[src/rtl/multicycle_control.sv]
// rtl/multicycle_control.sv - RV32I multicycle control FSM with memory wait states, retire pulse and illegal trap
module multicycle_control #(
    parameter int IMEM_WAIT = 1,
    parameter int DMEM_WAIT = 1
) (
    input  logic       clk,
    input  logic       reset,
    input  logic [6:0] op_code,
    input  logic [2:0] funct3,
    input  logic [6:0] funct7,
    input  logic       Zero,
    output logic       adr_src,
    output logic       mem_write,
    output logic       IR_write,
    output logic       reg_write,
    output logic       PC_write,
    output logic [1:0] result_src,
    output logic [1:0] alu_src_a,
    output logic [1:0] alu_src_b,
    output logic [2:0] imm_src,
    output logic [3:0] alu_control,
    output logic       retired,
    output logic       illegal
);

    localparam int MAX_WAIT = (IMEM_WAIT > DMEM_WAIT) ? IMEM_WAIT : DMEM_WAIT;
    localparam int CW       = (MAX_WAIT > 0) ? $clog2(MAX_WAIT + 1) : 1;
    localparam logic [CW-1:0] IMEM_LAST = CW'(IMEM_WAIT);
    localparam logic [CW-1:0] DMEM_LAST = CW'(DMEM_WAIT);

    localparam logic [6:0] OP_LOAD   = 7'b0000011;
    localparam logic [6:0] OP_STORE  = 7'b0100011;
    localparam logic [6:0] OP_R      = 7'b0110011;
    localparam logic [6:0] OP_I      = 7'b0010011;
    localparam logic [6:0] OP_BRANCH = 7'b1100011;
    localparam logic [6:0] OP_JAL    = 7'b1101111;
    localparam logic [6:0] OP_JALR   = 7'b1100111;
    localparam logic [6:0] OP_LUI    = 7'b0110111;
    localparam logic [6:0] OP_AUIPC  = 7'b0010111;

    localparam logic [3:0] ALU_ADD   = 4'b0000;
    localparam logic [3:0] ALU_SUB   = 4'b0001;
    localparam logic [3:0] ALU_AND   = 4'b0010;
    localparam logic [3:0] ALU_OR    = 4'b0011;
    localparam logic [3:0] ALU_XOR   = 4'b0100;
    localparam logic [3:0] ALU_SLL   = 4'b0101;
    localparam logic [3:0] ALU_SRL   = 4'b0110;
    localparam logic [3:0] ALU_SRA   = 4'b0111;
    localparam logic [3:0] ALU_SLT   = 4'b1000;
    localparam logic [3:0] ALU_SLTU  = 4'b1001;
    localparam logic [3:0] ALU_PASSB = 4'b1010;

    localparam logic [2:0] IMM_I = 3'b000;
    localparam logic [2:0] IMM_S = 3'b001;
    localparam logic [2:0] IMM_B = 3'b010;
    localparam logic [2:0] IMM_J = 3'b011;
    localparam logic [2:0] IMM_U = 3'b100;

    typedef enum logic [3:0] {
        S_FETCH,
        S_DECODE,
        S_MEMADR,
        S_MEMREAD,
        S_MEMWB,
        S_MEMWRITE,
        S_EXECR,
        S_EXECI,
        S_ALUWB,
        S_BRANCH,
        S_JAL,
        S_JALR,
        S_JALR_PC,
        S_LUI,
        S_AUIPC,
        S_TRAP
    } state_t;

    state_t        state;
    state_t        state_next;
    logic [CW-1:0] wait_cnt;
    logic          fetch_last;
    logic          mem_last;

    logic          mem_write_raw;
    logic          ir_write_raw;
    logic          reg_write_raw;
    logic          pc_update;
    logic          branch_taken;
    logic          retired_raw;
    logic          illegal_raw;

    logic          alt_op;
    logic          unused_funct7;

    assign alt_op        = funct7[5];
    assign unused_funct7 = ^{funct7[6], funct7[4:0]};

    assign fetch_last = (wait_cnt == IMEM_LAST);
    assign mem_last   = (wait_cnt == DMEM_LAST);

    // State register and wait counter; the counter clears whenever the state changes
    // and saturates at its terminal count so it never wraps while a wait state is held.
    always_ff @(posedge clk) begin
        if (!reset) begin
            state    <= S_FETCH;
            wait_cnt <= '0;
        end else begin
            state <= state_next;
            if (state_next != state) begin
                wait_cnt <= '0;
            end else if ((state == S_FETCH && !fetch_last) ||
                         (state == S_MEMREAD && !mem_last)) begin
                wait_cnt <= wait_cnt + CW'(1);
            end
        end
    end

    // Next-state dispatch and Moore/Mealy datapath control decode.
    always_comb begin
        state_next    = state;
        adr_src       = 1'b0;
        mem_write_raw = 1'b0;
        ir_write_raw  = 1'b0;
        reg_write_raw = 1'b0;
        pc_update     = 1'b0;
        branch_taken  = 1'b0;
        result_src    = 2'd0;
        alu_src_a     = 2'd0;
        alu_src_b     = 2'd0;
        imm_src       = IMM_I;
        alu_control   = ALU_ADD;
        retired_raw   = 1'b0;
        illegal_raw   = 1'b0;

        case (state)
            S_FETCH: begin
                adr_src = 1'b0;
                if (fetch_last) begin
                    ir_write_raw = 1'b1;
                    alu_src_a    = 2'd0;
                    alu_src_b    = 2'd2;
                    alu_control  = ALU_ADD;
                    result_src   = 2'd2;
                    pc_update    = 1'b1;
                    state_next   = S_DECODE;
                end
            end

            S_DECODE: begin
                // Speculative branch/jump target: old_PC + imm lands in ALU_out.
                alu_src_a   = 2'd1;
                alu_src_b   = 2'd1;
                alu_control = ALU_ADD;
                imm_src     = (op_code == OP_JAL) ? IMM_J : IMM_B;
                case (op_code)
                    OP_LOAD, OP_STORE: state_next = S_MEMADR;
                    OP_R:              state_next = S_EXECR;
                    OP_I:              state_next = S_EXECI;
                    // Branch funct3 010/011 are unassigned; trap before anything retires.
                    OP_BRANCH:         state_next = (funct3[2:1] == 2'b01) ? S_TRAP : S_BRANCH;
                    OP_JAL:            state_next = S_JAL;
                    OP_JALR:           state_next = S_JALR;
                    OP_LUI:            state_next = S_LUI;
                    OP_AUIPC:          state_next = S_AUIPC;
                    default:           state_next = S_TRAP;
                endcase
            end

            S_MEMADR: begin
                alu_src_a   = 2'd2;
                alu_src_b   = 2'd1;
                alu_control = ALU_ADD;
                if (op_code == OP_STORE) begin
                    imm_src    = IMM_S;
                    state_next = S_MEMWRITE;
                end else begin
                    imm_src    = IMM_I;
                    state_next = S_MEMREAD;
                end
            end

            S_MEMREAD: begin
                adr_src    = 1'b1;
                result_src = 2'd0;
                if (mem_last) begin
                    state_next = S_MEMWB;
                end
            end

            S_MEMWB: begin
                result_src    = 2'd1;
                reg_write_raw = 1'b1;
                retired_raw   = 1'b1;
                state_next    = S_FETCH;
            end

            S_MEMWRITE: begin
                adr_src       = 1'b1;
                result_src    = 2'd0;
                mem_write_raw = 1'b1;
                retired_raw   = 1'b1;
                state_next    = S_FETCH;
            end

            S_EXECR: begin
                alu_src_a = 2'd2;
                alu_src_b = 2'd0;
                case (funct3)
                    3'b000:  alu_control = alt_op ? ALU_SUB : ALU_ADD;
                    3'b001:  alu_control = ALU_SLL;
                    3'b010:  alu_control = ALU_SLT;
                    3'b011:  alu_control = ALU_SLTU;
                    3'b100:  alu_control = ALU_XOR;
                    3'b101:  alu_control = alt_op ? ALU_SRA : ALU_SRL;
                    3'b110:  alu_control = ALU_OR;
                    default: alu_control = ALU_AND;
                endcase
                state_next = S_ALUWB;
            end

            S_EXECI: begin
                alu_src_a = 2'd2;
                alu_src_b = 2'd1;
                imm_src   = IMM_I;
                // No SUBI exists: funct3 000 is ADDI even when imm[10] is set.
                case (funct3)
                    3'b000:  alu_control = ALU_ADD;
                    3'b001:  alu_control = ALU_SLL;
                    3'b010:  alu_control = ALU_SLT;
                    3'b011:  alu_control = ALU_SLTU;
                    3'b100:  alu_control = ALU_XOR;
                    3'b101:  alu_control = alt_op ? ALU_SRA : ALU_SRL;
                    3'b110:  alu_control = ALU_OR;
                    default: alu_control = ALU_AND;
                endcase
                state_next = S_ALUWB;
            end

            S_ALUWB: begin
                result_src    = 2'd0;
                reg_write_raw = 1'b1;
                retired_raw   = 1'b1;
                state_next    = S_FETCH;
            end

            S_BRANCH: begin
                alu_src_a   = 2'd2;
                alu_src_b   = 2'd0;
                result_src  = 2'd0;
                retired_raw = 1'b1;
                // SLT/SLTU yield 1 (Zero low) when rs1 < rs2.
                case (funct3)
                    3'b000: begin alu_control = ALU_SUB;  branch_taken = Zero;  end
                    3'b001: begin alu_control = ALU_SUB;  branch_taken = !Zero; end
                    3'b100: begin alu_control = ALU_SLT;  branch_taken = !Zero; end
                    3'b101: begin alu_control = ALU_SLT;  branch_taken = Zero;  end
                    3'b110: begin alu_control = ALU_SLTU; branch_taken = !Zero; end
                    3'b111: begin alu_control = ALU_SLTU; branch_taken = Zero;  end
                    default: begin alu_control = ALU_SUB; branch_taken = 1'b0;  end
                endcase
                state_next = S_FETCH;
            end

            S_JAL: begin
                // PC takes the target latched in DECODE; ALU computes old_PC + 4 for rd.
                alu_src_a   = 2'd1;
                alu_src_b   = 2'd2;
                alu_control = ALU_ADD;
                result_src  = 2'd0;
                pc_update   = 1'b1;
                state_next  = S_ALUWB;
            end

            S_JALR: begin
                alu_src_a   = 2'd2;
                alu_src_b   = 2'd1;
                imm_src     = IMM_I;
                alu_control = ALU_ADD;
                state_next  = S_JALR_PC;
            end

            S_JALR_PC: begin
                result_src  = 2'd0;
                pc_update   = 1'b1;
                alu_src_a   = 2'd1;
                alu_src_b   = 2'd2;
                alu_control = ALU_ADD;
                state_next  = S_ALUWB;
            end

            S_LUI: begin
                alu_src_b   = 2'd1;
                imm_src     = IMM_U;
                alu_control = ALU_PASSB;
                state_next  = S_ALUWB;
            end

            S_AUIPC: begin
                alu_src_a   = 2'd1;
                alu_src_b   = 2'd1;
                imm_src     = IMM_U;
                alu_control = ALU_ADD;
                state_next  = S_ALUWB;
            end

            default: begin
                illegal_raw = 1'b1;
                state_next  = S_TRAP;
            end
        endcase
    end

    // Reset masks every side effect so an aborted instruction leaves no partial update.
    assign mem_write = mem_write_raw & reset;
    assign IR_write  = ir_write_raw & reset;
    assign reg_write = reg_write_raw & reset;
    assign PC_write  = (pc_update | branch_taken) & reset;
    assign retired   = retired_raw & reset;
    assign illegal   = illegal_raw & reset;

endmodule

[config.mk]
export PLATFORM = sky130hd
export DESIGN_NAME = multicycle_control
export DESIGN_NICKNAME = d
export VERILOG_FILES = /design/src/rtl/multicycle_control.sv
export SDC_FILE = /design/constraint.sdc
export NUM_CORES = 1
export LEC_CHECK = 0
export CORE_MARGIN = 2
export CORE_UTILIZATION = 51
export CTS_BUF_LIST = sky130_fd_sc_hd__clkbuf_4
export DETAILED_ROUTE_END_ITERATION = 10
export DONT_BUFFER_PORTS = 1
export PLACE_DENSITY_LB_ADDON = 0.25
export SLEW_MARGIN = 25
export SYNTH_ARGS = -nofsm -noshare
export SYNTH_HDL_FRONTEND = slang
export SYNTH_SLANG_ARGS = --single-unit
[constraint.sdc]
create_clock -name clk -period 2.5 [get_ports clk]
set_input_delay 0.125 -clock clk [delete_from_list [all_inputs] [get_ports clk]]
set_output_delay 0.125 -clock clk [all_outputs]
set_load 0.005 [all_outputs]
==> flow_summary.yaml <==
routing:
  drtAntennaViolNets: 0
  avgRoutedWirePerCell_um: 14.9
  drtIter0Drc: 15
  drcViolationCount: 0
  dr_total_vias: 920
  wl_um: 2060
  drt_pass1_iterations: 4
  routed_via_density: 6.67
synth:
  synth_area_um2: 811
  async_flop_share_pct: 0
  yosysTopAreaCellShare_pct: 12.3
  ys_seq_area_share_pct: 12.3
  synth_area_leader_cell: "dfxtp_1"
  yosys_warnings: 0
  synth_nets: 145
  synthTopCellsByArea: "dfxtp_1 12%, nor2_1 6.9%, nand2_1 6.5%"
  synth_seq_cells: 5
  avgSynthCellArea_um2: 6.49
  synth-edff-count: 0
  netlist_instances: 125
  synth.distinct_cells: 44
  ys.flop_type: "dfxtp_1"
power:
  irDropWorstVdd_mv: 0.396
  power.leakage_nw: 0.326
  power_density_nw_per_um2: 881
finish:
  synthToLayoutAreaGrowth_pct: 2.31
  drive_above_1_share_pct: 8.20
  n_fill_cell: 171
  diodes: 0
  final_cell_area_um2: 830
  multi_input_area_um2: 649
  nNetsFinal: 143
  register_area_um2: 100
setup_path:
  timing_worst_setup_path_type: "reg -> out"
  cp_slowest_cell: "dfxtp_1"
  cp.arrival_ns: 1.80
  reg2regPathDepth: 5
  cp-start-kind: "flop"
  crit_path_max_incr_delay_ns: 0.51
  endpoint_kind: "primary output"
  crit_chain: "and2b_1 > nand3_1 > a31o_2 > a21oi_1"
  rrSetupSlack_ns: 0.88
  required_ns: 2.38
  critPathMaxFanout: 19
clocking:
  cts_resized: 0
  clkLatencyLatePin_ns: 0.24
  hold_buffers: 0
  post_cts_buffers: 0
  numCtsBuffers: 3
  cts_sinks: 5
  htreeDepth: 1
  cts-root-buf: "clkbuf_4"
  cts_tree: "built"
  clockBufferDepth: 2
  clk_pin_slew_worst_paths_ns: 0.04
min_path:
  min_path_type: "in -> reg"
  hold_depth: 1
die:
  io_pins: 40
  core_area_um2: 1510
  dieArea_um2: 1920
  die_width_um: 43.9
  rows: 14
  start_util_pct: 53.8
  die_h_um: 43.9
status:
  outcome: "finished, final reports clean"
grt:
  grt_pass1_wl_um: 3370
  antenna_found_initial: 0
  grt_overflow_total: 0
  grt_pass1_vias: 798
  grt_max_degree: 21
  grt_usage_pct: 22.5
timing:
  rsz0062_at_grt: "false"
  hold_viol_final: 0
  setup_violations: 0
  setup_tns_ns: 0
  drv_slew: 0
  worstMarginPinSlew_ns: 0.653
  skew_ns: 0.00207
  period_minus_slack_ns: 1.93
  period_share_pct: 77.1
  max_freq_mhz: 519
  slew_headroom_pct: 56.4
place:
  postPlaceCellArea_um2: 800
  hpwlAfterDp_um: 1580
  gp_congestion: 0.834
  port_buffers: 0
flow_run:
  drv_cap: 0
-- worst paths after layout --
kind / from / endpoint
max: state[1] / alu_control[0]
min: reset / state[3]
max reg2reg: state[1] / fetch_last
min reg2reg: fetch_last / fetch_last
-- cell families (layout without fill, tap and decap cells) --
| group | after synthesis | after routing | synth area share [%] |
|---|---|---|---|
| and+or+nand+nor | 62 | 62 | 39.5 |
| buffers and inverters | 14 | 11 | 7.56 |
| AOI/OAI and AO/OA | 38 | 38 | 33.2 |
| xor gates and xnor gates | 4 | 4 | 4.32 |
| DFF | 5 | 5 | 12.3 |
| muxes | 2 | 2 | 3.09 |
-- metrics by stage --
step	hold WS (ns)	total power, mW	util, %	setup slack (ns)	std cells
after global placement	0.265	0.620	53.1	0.864	134
final	0.0273	0.731	55.1	0.572	138
after detailed placement	0.271	0.630	53.1	0.834	134
after global routing	0.0100	0.814	55.1	0.436	138
after floorplan	0.286	0.560	-	1.16	125
after CTS	0.0275	0.734	55.1	0.582	138
-- flip-flops by register name, summed over array words and instances (netlist names) --
| signal | flops |
|---|---|
| state | 4 |
| fetch_last | 1 |
-- cell usage after synthesis, drive strengths merged (2+ instances only) --
cell	count
o21ai	8
and2	4
o22ai	2
xor2	2
a31oi	3
nand3b	2
a22oi	2
buf	7
nor2b	3
and2b	2
nand2	14
nand4	2
a21boi	2
o21a	2
a21oi	6
inv	6
nand3	7
nor2	15
xnor2	2
and3	5
or3	2
dfxtp	5
o2111ai	2
a41oi	2
nand2b	2
-- worst max-delay path, delay by kind of cell (launching register included) --
kind	cells	cell delay [ns]
simple gates	2	0.59
flops	1	0.51
compound gates	2	0.46
-- layer usage --
| metal | share of wire [%] | global-route usage, % |
|---|---|---|
| met1 | 43 | 29.5 |
| met2 | 50 | 36.8 |
| met3 | 6.0 | 7.08 |
| met4 | 0.92 | 3.64 |
| met5 | 0 | 0 |
-- power breakdown --
group | internal (mW) | switching [mW] | leakage, nW
Sequential | 0.109 | 0.0725 | 0.0410
Clock | 0.0710 | 0.0304 | 0.0184
Combinational | 0.185 | 0.263 | 0.267
Total | 0.365 | 0.366 | 0.326
-- cells in the final DEF, fill, tap and decap left out, types with 3 or more instances in the layout --
cell / n
a21oi_1: 5
and3_1: 5
o21ai_0: 7
clkbuf_4: 4
a31oi_1: 3
and2_1: 4
nor2_1: 15
dfxtp_1: 5
nor2b_1: 3
nand2_1: 14
inv_1: 6
nand3_1: 7
-- layout make-up --
cell class	instances	area share [%]
Clock buffer	4	3.62
Inverter	6	2.71
Multi-Input combinational cell	106	78.3
Sequential cell	5	12.1
Tap cell	16	2.41
Timing Repair Buffer	1	0.905
(Power assumes the default switching activity.)
